## src/rtl/uart_core_param.sv

```systemverilog
// Parametrised full-duplex UART: TX accepts one word via valid/ready, but only when idle and without queueing; RX gives a 1-cycle valid pulse and has no buffering.
// TX START waits for the next baud tick; RX reports at the last stop-bit centre. Define UART_LOOPBACK_EN to feed the RX synchroniser from tx_out.
module uart_core_param #(
   parameter int DATA_BITS   = 8,
   parameter int PARITY_MODE = 1,
   parameter int STOP_BITS   = 1,
   parameter int OVERSAMPLE  = 16,
   parameter int DIV_W       = 12,
   parameter logic [DIV_W-1:0] DIV0 = DIV_W'(325),
   parameter logic [DIV_W-1:0] DIV1 = DIV_W'(162),
   parameter logic [DIV_W-1:0] DIV2 = DIV_W'(54),
   parameter logic [DIV_W-1:0] DIV3 = DIV_W'(27)
) (
   input  logic                 Clk,
   input  logic                 reset,
   input  logic [1:0]           baud_sel_in,
   input  logic [DATA_BITS-1:0] tx_data_in,
   input  logic                 tx_valid_in,
   output logic                 tx_ready_out,
   output logic                 tx_out,
   input  logic                 rx_in,
   output logic [DATA_BITS-1:0] rx_data_out,
   output logic                 rx_valid_out,
   output logic                 rx_parity_err_out,
   output logic                 rx_frame_err_out,
   output logic                 rx_busy_out
);
   localparam int TCW = $clog2(STOP_BITS*OVERSAMPLE + 1);
   localparam int BCW = $clog2(DATA_BITS + 1);
   localparam logic [TCW-1:0] T_BIT  = TCW'(OVERSAMPLE - 1);
   localparam logic [TCW-1:0] T_HALF = TCW'(OVERSAMPLE/2 - 1);
   localparam logic [TCW-1:0] T_STOP = TCW'(STOP_BITS*OVERSAMPLE - 1);
   localparam logic [BCW-1:0] B_LAST = BCW'(DATA_BITS - 1);
   localparam logic [BCW-1:0] B_STOP = BCW'(STOP_BITS - 1);
   localparam logic           HAS_PAR = (PARITY_MODE != 0);
   localparam logic [DIV_W-1:0] DIV0_N = (DIV0 == '0) ? DIV_W'(1) : DIV0;

   typedef enum logic [2:0] {S_IDLE, S_START, S_DATA, S_PARITY, S_STOP} state_t;

   function automatic logic f_par(input logic [DATA_BITS-1:0] d);
      return (PARITY_MODE == 2) ? ~^d : ^d;
   endfunction

   state_t                 r_tx_state, r_rx_state;
   logic                   r_tx_pend, r_tx_ready, r_tx_out, r_tx_par;
   logic [DATA_BITS-1:0]   r_tx_word;
   logic [TCW-1:0]         r_tx_tcnt, r_rx_tcnt;
   logic [BCW-1:0]         r_tx_bit, r_rx_bit;
   logic [1:0]             r_sync;
   logic [DATA_BITS-1:0]   r_rx_sh, r_rx_data;
   logic                   r_rx_pbit, r_rx_facc, r_rx_valid, r_rx_perr, r_rx_ferr;
   logic [DIV_W-1:0]       w_div_sel, r_div, r_cnt;
   logic                   w_tick, w_all_idle, w_rx_src, w_rx_line;

   always_comb begin
      w_div_sel = DIV0;
      case (baud_sel_in)
         2'd0: w_div_sel = DIV0;
         2'd1: w_div_sel = DIV1;
         2'd2: w_div_sel = DIV2;
         2'd3: w_div_sel = DIV3;
         default: w_div_sel = DIV0;
      endcase
      if (w_div_sel == '0) w_div_sel = DIV_W'(1);
   end

   // Divisor only follows baud_sel_in between frames so a frame never changes speed.
   assign w_all_idle = (r_tx_state == S_IDLE) && !r_tx_pend && (r_rx_state == S_IDLE);
   assign w_tick     = (r_cnt >= r_div - DIV_W'(1));

   always_ff @(posedge Clk or posedge reset) begin
      if (reset) begin
         r_cnt <= '0;
         r_div <= DIV0_N;
      end else begin
         if (w_all_idle) r_div <= w_div_sel;
         r_cnt <= w_tick ? '0 : r_cnt + DIV_W'(1);
      end
   end

   always_ff @(posedge Clk or posedge reset) begin
      if (reset) begin
         r_tx_state <= S_IDLE;
         r_tx_pend  <= 1'b0;
         r_tx_ready <= 1'b1;
         r_tx_out   <= 1'b1;
         r_tx_word  <= '0;
         r_tx_par   <= 1'b0;
         r_tx_tcnt  <= '0;
         r_tx_bit   <= '0;
      end else begin
         case (r_tx_state)
            S_IDLE: begin
               if (!r_tx_pend) begin
                  if (tx_valid_in && r_tx_ready) begin
                     r_tx_word  <= tx_data_in;
                     r_tx_par   <= f_par(tx_data_in);
                     r_tx_pend  <= 1'b1;
                     r_tx_ready <= 1'b0;
                  end
               end else if (w_tick) begin
                  r_tx_pend  <= 1'b0;
                  r_tx_state <= S_START;
                  r_tx_out   <= 1'b0;
                  r_tx_tcnt  <= '0;
               end
            end
            S_START: if (w_tick) begin
               if (r_tx_tcnt == T_BIT) begin
                  r_tx_state <= S_DATA;
                  r_tx_out   <= r_tx_word[0];
                  r_tx_tcnt  <= '0;
                  r_tx_bit   <= '0;
               end else r_tx_tcnt <= r_tx_tcnt + TCW'(1);
            end
            S_DATA: if (w_tick) begin
               if (r_tx_tcnt == T_BIT) begin
                  r_tx_tcnt <= '0;
                  if (r_tx_bit == B_LAST) begin
                     r_tx_state <= HAS_PAR ? S_PARITY : S_STOP;
                     r_tx_out   <= HAS_PAR ? r_tx_par : 1'b1;
                  end else begin
                     r_tx_bit  <= r_tx_bit + BCW'(1);
                     r_tx_word <= r_tx_word >> 1;
                     r_tx_out  <= r_tx_word[1];
                  end
               end else r_tx_tcnt <= r_tx_tcnt + TCW'(1);
            end
            S_PARITY: if (w_tick) begin
               if (r_tx_tcnt == T_BIT) begin
                  r_tx_state <= S_STOP;
                  r_tx_out   <= 1'b1;
                  r_tx_tcnt  <= '0;
               end else r_tx_tcnt <= r_tx_tcnt + TCW'(1);
            end
            S_STOP: if (w_tick) begin
               if (r_tx_tcnt == T_STOP) begin
                  r_tx_state <= S_IDLE;
                  r_tx_ready <= 1'b1;
               end else r_tx_tcnt <= r_tx_tcnt + TCW'(1);
            end
            default: r_tx_state <= S_IDLE;
         endcase
      end
   end

`ifdef UART_LOOPBACK_EN
   assign w_rx_src = r_tx_out;
`else
   assign w_rx_src = rx_in;
`endif
   assign w_rx_line = r_sync[1];

   always_ff @(posedge Clk or posedge reset) begin
      if (reset) begin
         r_sync     <= 2'b11;
         r_rx_state <= S_IDLE;
         r_rx_tcnt  <= '0;
         r_rx_bit   <= '0;
         r_rx_sh    <= '0;
         r_rx_pbit  <= 1'b0;
         r_rx_facc  <= 1'b0;
         r_rx_data  <= '0;
         r_rx_valid <= 1'b0;
         r_rx_perr  <= 1'b0;
         r_rx_ferr  <= 1'b0;
      end else begin
         r_sync     <= {r_sync[0], w_rx_src};
         r_rx_valid <= 1'b0;
         case (r_rx_state)
            S_IDLE: if (!w_rx_line) begin
               r_rx_state <= S_START;
               r_rx_tcnt  <= '0;
            end
            S_START: if (w_tick) begin
               if (r_rx_tcnt == T_HALF) begin
                  r_rx_state <= w_rx_line ? S_IDLE : S_DATA;
                  r_rx_tcnt  <= '0;
                  r_rx_bit   <= '0;
                  r_rx_facc  <= 1'b0;
               end else r_rx_tcnt <= r_rx_tcnt + TCW'(1);
            end
            S_DATA: if (w_tick) begin
               if (r_rx_tcnt == T_BIT) begin
                  r_rx_tcnt <= '0;
                  r_rx_sh   <= {w_rx_line, r_rx_sh[DATA_BITS-1:1]};
                  if (r_rx_bit == B_LAST) begin
                     r_rx_bit   <= '0;
                     r_rx_state <= HAS_PAR ? S_PARITY : S_STOP;
                  end else r_rx_bit <= r_rx_bit + BCW'(1);
               end else r_rx_tcnt <= r_rx_tcnt + TCW'(1);
            end
            S_PARITY: if (w_tick) begin
               if (r_rx_tcnt == T_BIT) begin
                  r_rx_pbit  <= w_rx_line;
                  r_rx_state <= S_STOP;
                  r_rx_tcnt  <= '0;
               end else r_rx_tcnt <= r_rx_tcnt + TCW'(1);
            end
            // Leave at the last stop-bit centre so an immediately following start edge is caught.
            S_STOP: if (w_tick) begin
               if (r_rx_tcnt == T_BIT) begin
                  r_rx_tcnt <= '0;
                  if (r_rx_bit == B_STOP) begin
                     r_rx_data  <= r_rx_sh;
                     r_rx_perr  <= HAS_PAR && (r_rx_pbit != f_par(r_rx_sh));
                     r_rx_ferr  <= r_rx_facc | ~w_rx_line;
                     r_rx_valid <= 1'b1;
                     r_rx_state <= S_IDLE;
                  end else begin
                     r_rx_facc <= r_rx_facc | ~w_rx_line;
                     r_rx_bit  <= r_rx_bit + BCW'(1);
                  end
               end else r_rx_tcnt <= r_rx_tcnt + TCW'(1);
            end
            default: r_rx_state <= S_IDLE;
         endcase
      end
   end

   assign tx_ready_out      = r_tx_ready;
   assign tx_out            = r_tx_out;
   assign rx_data_out       = r_rx_data;
   assign rx_valid_out      = r_rx_valid;
   assign rx_parity_err_out = r_rx_perr;
   assign rx_frame_err_out  = r_rx_ferr;
   assign rx_busy_out       = (r_rx_state != S_IDLE);

endmodule
```

## config.mk

```make
export PLATFORM = sky130hd
export DESIGN_NAME = uart_core_param
export DESIGN_NICKNAME = d
export VERILOG_FILES = /design/src/rtl/uart_core_param.sv
export SDC_FILE = /design/constraint.sdc
export NUM_CORES = 1
export LEC_CHECK = 0
export ABC_AREA = 1
export ABC_CLOCK_PERIOD_IN_PS = 2950
export CELL_PAD_IN_SITES_DETAIL_PLACEMENT = 1
export CELL_PAD_IN_SITES_GLOBAL_PLACEMENT = 1
export CORE_ASPECT_RATIO = 0.9
export CORE_MARGIN = 3
export CORE_UTILIZATION = 40
export CTS_CLUSTER_SIZE = 20
export DETAILED_ROUTE_END_ITERATION = 16
export GPL_ROUTABILITY_DRIVEN = 0
export PLACE_DENSITY_LB_ADDON = 0.08
export SKIP_CTS_REPAIR_TIMING = 1
export SLEW_MARGIN = 20
export SYNTH_ARGS = -nofsm -noshare
export SYNTH_HDL_FRONTEND = slang
export SYNTH_SLANG_ARGS = --single-unit
```

## constraint.sdc

```tcl
create_clock -name Clk -period 2.95 [get_ports Clk]
set_input_delay 0.7375 -clock Clk [delete_from_list [all_inputs] [get_ports Clk]]
set_output_delay 0.7375 -clock Clk [all_outputs]
set_load 0.05 [all_outputs]
```

==> impl.org <==
** Job
- Across the run, the number of max-cap violations was 0.

** Global route
- Total global-route track usage :: 18.0%
- Pin count of the biggest net entering global routing :: 40
- Global routing finished with a remaining overflow of 0.
- Wire length of the first global-routing pass :: 18.9 mm
- The via count of the first global-routing pass was 4009.
- The number of antenna violations at the first check in global routing was 0.

** Final layout
- Area grow syn2layout :: 17.9%
- The final layout contains 655 nets.
- Final-layout fill cell count :: 1391
- In the final layout, the share of cells above drive strength 1 is 11.8%.
- End-of-flow core utilization :: 49.3%
- Number of antenna cells inserted :: 0

** Placement
- Port-buffer cells :: 27
- OpenSTA, run right after detailed placement, puts the worst setup slack at 0.0123 ns.
- After legalization and detailed placement, the total HPWL measured 8.15 mm.

** Synthesis
- Post-synth EDFFs :: 0
- Combinational family with the most area after synthesis :: simple AND/OR/NAND/NOR gates
- Post-Synth Simple-Gate Area :: 25.3%
- Multiplexer fraction of the synthesized cell area :: 1.29%
- Parity-gate share of the synthesized area counting xor and xnor cells :: 4.53%
- Synth Warn # :: 0
- Number of distinct standard cells referenced by the synthesized netlist :: 41
- Flop and latch count out of synthesis :: 79
- Mapped Cells :: 576
- Post-synthesis instance area :: 4640 sq um
- Adder-cell share of the synthesized area :: 7.55%
- Async set or reset register ratio after synthesis :: 100%
- After synthesis, flip-flops and latches occupy 42.8% of the total area.
- The number of nets handed over by synthesis was 618.
- Syn_area_per_cell :: 8.05 sq um
- Summing the areas of all compound-gate instances in the mapped netlist gives 11.2% of the synthesized area.
- Among all flip-flop cells after synthesis, the most frequent one is sky130_fd_sc_hd__dfrtp_1.

** Die
- Initial core utilization :: 41.9%
- The die covers 12900 sq um.
- Rows :: 36
- Chip Height :: 108 um
- Standard cell core area :: 11100 sq um
- From left edge to right edge, the die measures 120 um.
- Number of top-level pins :: 28

** Setup path
- The critical path crosses 19 cells after its start point.
- Required time at the endpoint of the critical path :: 3.18 ns
- Critical Path Most Common Cell :: sky130_fd_sc_hd__nand2_1
- Cell family contributing the most delay on the critical path :: simple AND/OR/NAND/NOR gates
- Slowest stage cell, crit path :: sky130_fd_sc_hd__dfrtp_1
- The number of cells on the worst reg-to-reg path is 19.
- Critical Setup Path Class :: flip-flop to flip-flop
- Of all nets on the critical path, the largest fanout is 9.
- Setup crit end kind :: flip-flop
- Type of origin of the critical path :: flip-flop
- Cells along the critical path :: nor2_1, nand2_1, nor3_2, nand2_1, nor2_4, xor2_1, ha_1, nand2_1, inv_1, nand2_1, nand2_1, a21oi_4, nand2_4, inv_6, o21ai_2, nand2_4, inv_2, nand2_1, nand2_1
- Arrival time at the worst endpoint :: 2.96 ns
- Slowest Stage Delay on Critical Path :: 0.39 ns
- Count of buffering cells on the critical path with inverters included :: 3

** STA
- After layout, the worst setup slack is 0.219 ns.
- Portion of the clock cycle consumed by the worst path in the final layout :: 92.6%
- For the pin with the worst max-slew slack, the measured transition is 0.742 ns.
- Final number of setup-violating endpoints :: 0
- Final total negative setup slack :: 0 ns
- Crit path time final :: 2.73 ns
- Clock skew on the completed layout was measured at 0.00576 ns.
- The final count of hold timing violations is 0.
- Worst slew slack as a fraction of its limit :: 50.4%
- Minimum hold slack :: 0.360 ns
- Derived from the worst setup path, the maximum achievable clock frequency is 0.366 GHz.
- Number of slew-limit violations in the final report :: 0
- Setup repair after global routing could not meet its margin everywhere.

** Routing
- The first routing iteration left 128 violations.
- Dividing the detail-routed via count by the number of cells gives 4.90.
- Final routed wirelength across all metal layers :: 10.9 mm
- The first detailed-routing pass took 4 iterations.
- In the final routed layout, each cell accounts on average for 14.2 um.
- Via Count :: 3773
- The count of nets left with antenna violations once routing finished came out at 0.
- In the routed design, unresolved DRC markers number 0.

** Clock tree
- Clock tree synthesis inserted a total of 9 buffers.
- Clk sink count :: 79
- H-Tree Level Count :: 3
- In this run the deepest clock path goes through 2 buffers.
- In this run the clock root is driven by a sky130_fd_sc_hd__clkbuf_16.
- TritonCTS built the clock tree.
- Clock-pin slew was measured on the worst setup and hold paths at 0.06 ns.
- Clock latency on the worst-skew pair, taken at its later pin, is 0.34 ns.

** Pwr
- In this run the power density over the cells is 421 nW/um^2.
- Summed over all cells, the static leakage comes to 0.00269 uW.
- IR analysis of the VDD net gives a maximum drop of 0.408 mV.

** Min path
- The min-delay analysis places its worst path in the category flip-flop to flip-flop.
- Along the worst hold path, the cell count comes to 0.

** Outcome
- Outcome :: complete, no violations
## routing by layer
| metal | part of all wire, % | global-route usage, % | routed length, um |
|---|---|---|---|
| met5 | 0 | 0 | 0 |
| met4 | 1.0 | 4.74 | 110 |
| met3 | 2.6 | 3.92 | 283 |
| met2 | 46 | 29.9 | 5060 |
| met1 | 50 | 24.0 | 5470 |
## synthesized netlist by cell type (all sizes together) (2+ instances only)
| cell | instances | area, sq um |
|---|---|---|
| a21oi | 19 | 98.9 |
| a31oi | 3 | 18.8 |
| buf | 7 | 46.3 |
| dfrtp | 72 | 1800 |
| dfstp | 7 | 184 |
| ha | 28 | 350 |
| inv | 76 | 293 |
| mux2i | 6 | 60.1 |
| nand2 | 173 | 674 |
| nand3 | 28 | 175 |
| nand3b | 4 | 30.0 |
| nand4 | 3 | 18.8 |
| nor2 | 42 | 185 |
| nor3 | 9 | 50.1 |
| nor4 | 2 | 12.5 |
| o211ai | 2 | 15.0 |
| o21a | 2 | 15.0 |
| o21ai | 60 | 334 |
| o31ai | 2 | 15.0 |
| or2 | 3 | 18.8 |
| xnor2 | 11 | 96.3 |
| xor2 | 13 | 114 |
## power breakdown
group | internal [uW] | switching, uW | total (uW)
registers | 1090 | 0.651 | 1090
clock network | 664 | 476 | 1140
logic | 33.3 | 42.0 | 75.3
total | 1780 | 518 | 2300
## layout by cell type, fill, tap and decap left out, types with 4 or more instances in the layout
master                            synthesis  routed
sky130_fd_sc_hd__nand2_1                165     164
sky130_fd_sc_hd__dfrtp_1                 72      72
sky130_fd_sc_hd__inv_1                   70      69
sky130_fd_sc_hd__o21ai_0                 36      36
sky130_fd_sc_hd__nor2_1                  35      33
sky130_fd_sc_hd__ha_1                    28      28
sky130_fd_sc_hd__clkdlybuf4s50_1          0      27
sky130_fd_sc_hd__nand3_1                 24      24
sky130_fd_sc_hd__a21oi_1                 18      18
sky130_fd_sc_hd__o21ai_1                 15      15
sky130_fd_sc_hd__xor2_1                  13      13
sky130_fd_sc_hd__xnor2_1                 11      11
sky130_fd_sc_hd__o21ai_2                  9       9
sky130_fd_sc_hd__clkbuf_16                0       9
sky130_fd_sc_hd__nand2_2                  7       7
sky130_fd_sc_hd__nor3_1                   8       7
sky130_fd_sc_hd__dfstp_2                  7       7
sky130_fd_sc_hd__mux2i_1                  6       6
sky130_fd_sc_hd__nor2_2                   5       5
sky130_fd_sc_hd__inv_2                    4       4
sky130_fd_sc_hd__nor2_4                   2       4
sky130_fd_sc_hd__inv_6                    1       4
sky130_fd_sc_hd__nand3b_1                 4       4
## area by class of cell
cell class              instances  area [sq um]  share of cell area (%)
inverters                      76           297                    5.42
clock buffers                  10           229                    4.19
multi-input cells             415          2370                    43.4
repair buffers                 32           324                    5.93
flip-flops and latches         79          1990                    36.3
well taps                     152           190                    3.48
clock inverters                 6          70.1                    1.28
## through the flow
| step | instances | instance area (sq um) | total power [uW] |
|---|---|---|---|
| after floorplan | 576 | 4640 | 1150 |
| after global placement | 752 | 5100 | 1180 |
| after detailed placement | 752 | 5100 | 1180 |
| after CTS | 768 | 5400 | 2340 |
| after global routing | 770 | 5470 | 2400 |
| final | 770 | 5470 | 2300 |
## cells by family (layout without fill, tap and decap cells)
family | after synthesis | in the layout
buf+inv | 83 | 124
compound gates | 91 | 91
fa+ha+maj | 28 | 28
flops | 79 | 79
xor+xnor | 24 | 24
simple gates | 265 | 266
mux | 6 | 6
## state kept, by name, summed over array words and instances (netlist names), 2 cells and up
signal       count
r_cnt           12
r_div            8
r_rx_bit         4
r_rx_sh          8
r_rx_state       3
r_rx_tcnt        5
r_sync           2
r_tx_bit         4
r_tx_state       3
r_tx_tcnt        5
r_tx_word        8
rx_data_out      8
## worst paths after layout
check | from | end | slack [ns]
min in group asynchronous | reset | rx_parity_err_out | 0.72
max in group asynchronous | reset | tx_out | 1.57
min reg2reg | r_sync[0] | r_sync[1] | 0.36
min | r_sync[0] | r_sync[1] | 0.36
max | r_div[1] | r_rx_tcnt[3] | 0.22
max reg2reg | r_div[1] | r_rx_tcnt[3] | 0.22
## worst reg2reg max path, cell delays in order (launching register included)
cell and delay [ns]:
sky130_fd_sc_hd__dfrtp_1 0.39, sky130_fd_sc_hd__nor2_1 0.11, sky130_fd_sc_hd__nand2_1 0.09, sky130_fd_sc_hd__nor3_2 0.17, sky130_fd_sc_hd__nand2_1 0.12, sky130_fd_sc_hd__nor2_4 0.12
sky130_fd_sc_hd__xor2_1 0.20, sky130_fd_sc_hd__ha_1 0.28, sky130_fd_sc_hd__nand2_1 0.08, sky130_fd_sc_hd__inv_1 0.05, sky130_fd_sc_hd__nand2_1 0.06, sky130_fd_sc_hd__nand2_1 0.08
sky130_fd_sc_hd__a21oi_4 0.23, sky130_fd_sc_hd__nand2_4 0.14, sky130_fd_sc_hd__inv_6 0.12, sky130_fd_sc_hd__o21ai_2 0.10, sky130_fd_sc_hd__nand2_4 0.12, sky130_fd_sc_hd__inv_2 0.05
sky130_fd_sc_hd__nand2_1 0.06, sky130_fd_sc_hd__nand2_1 0.05
Power figures use the tool's default switching activity.
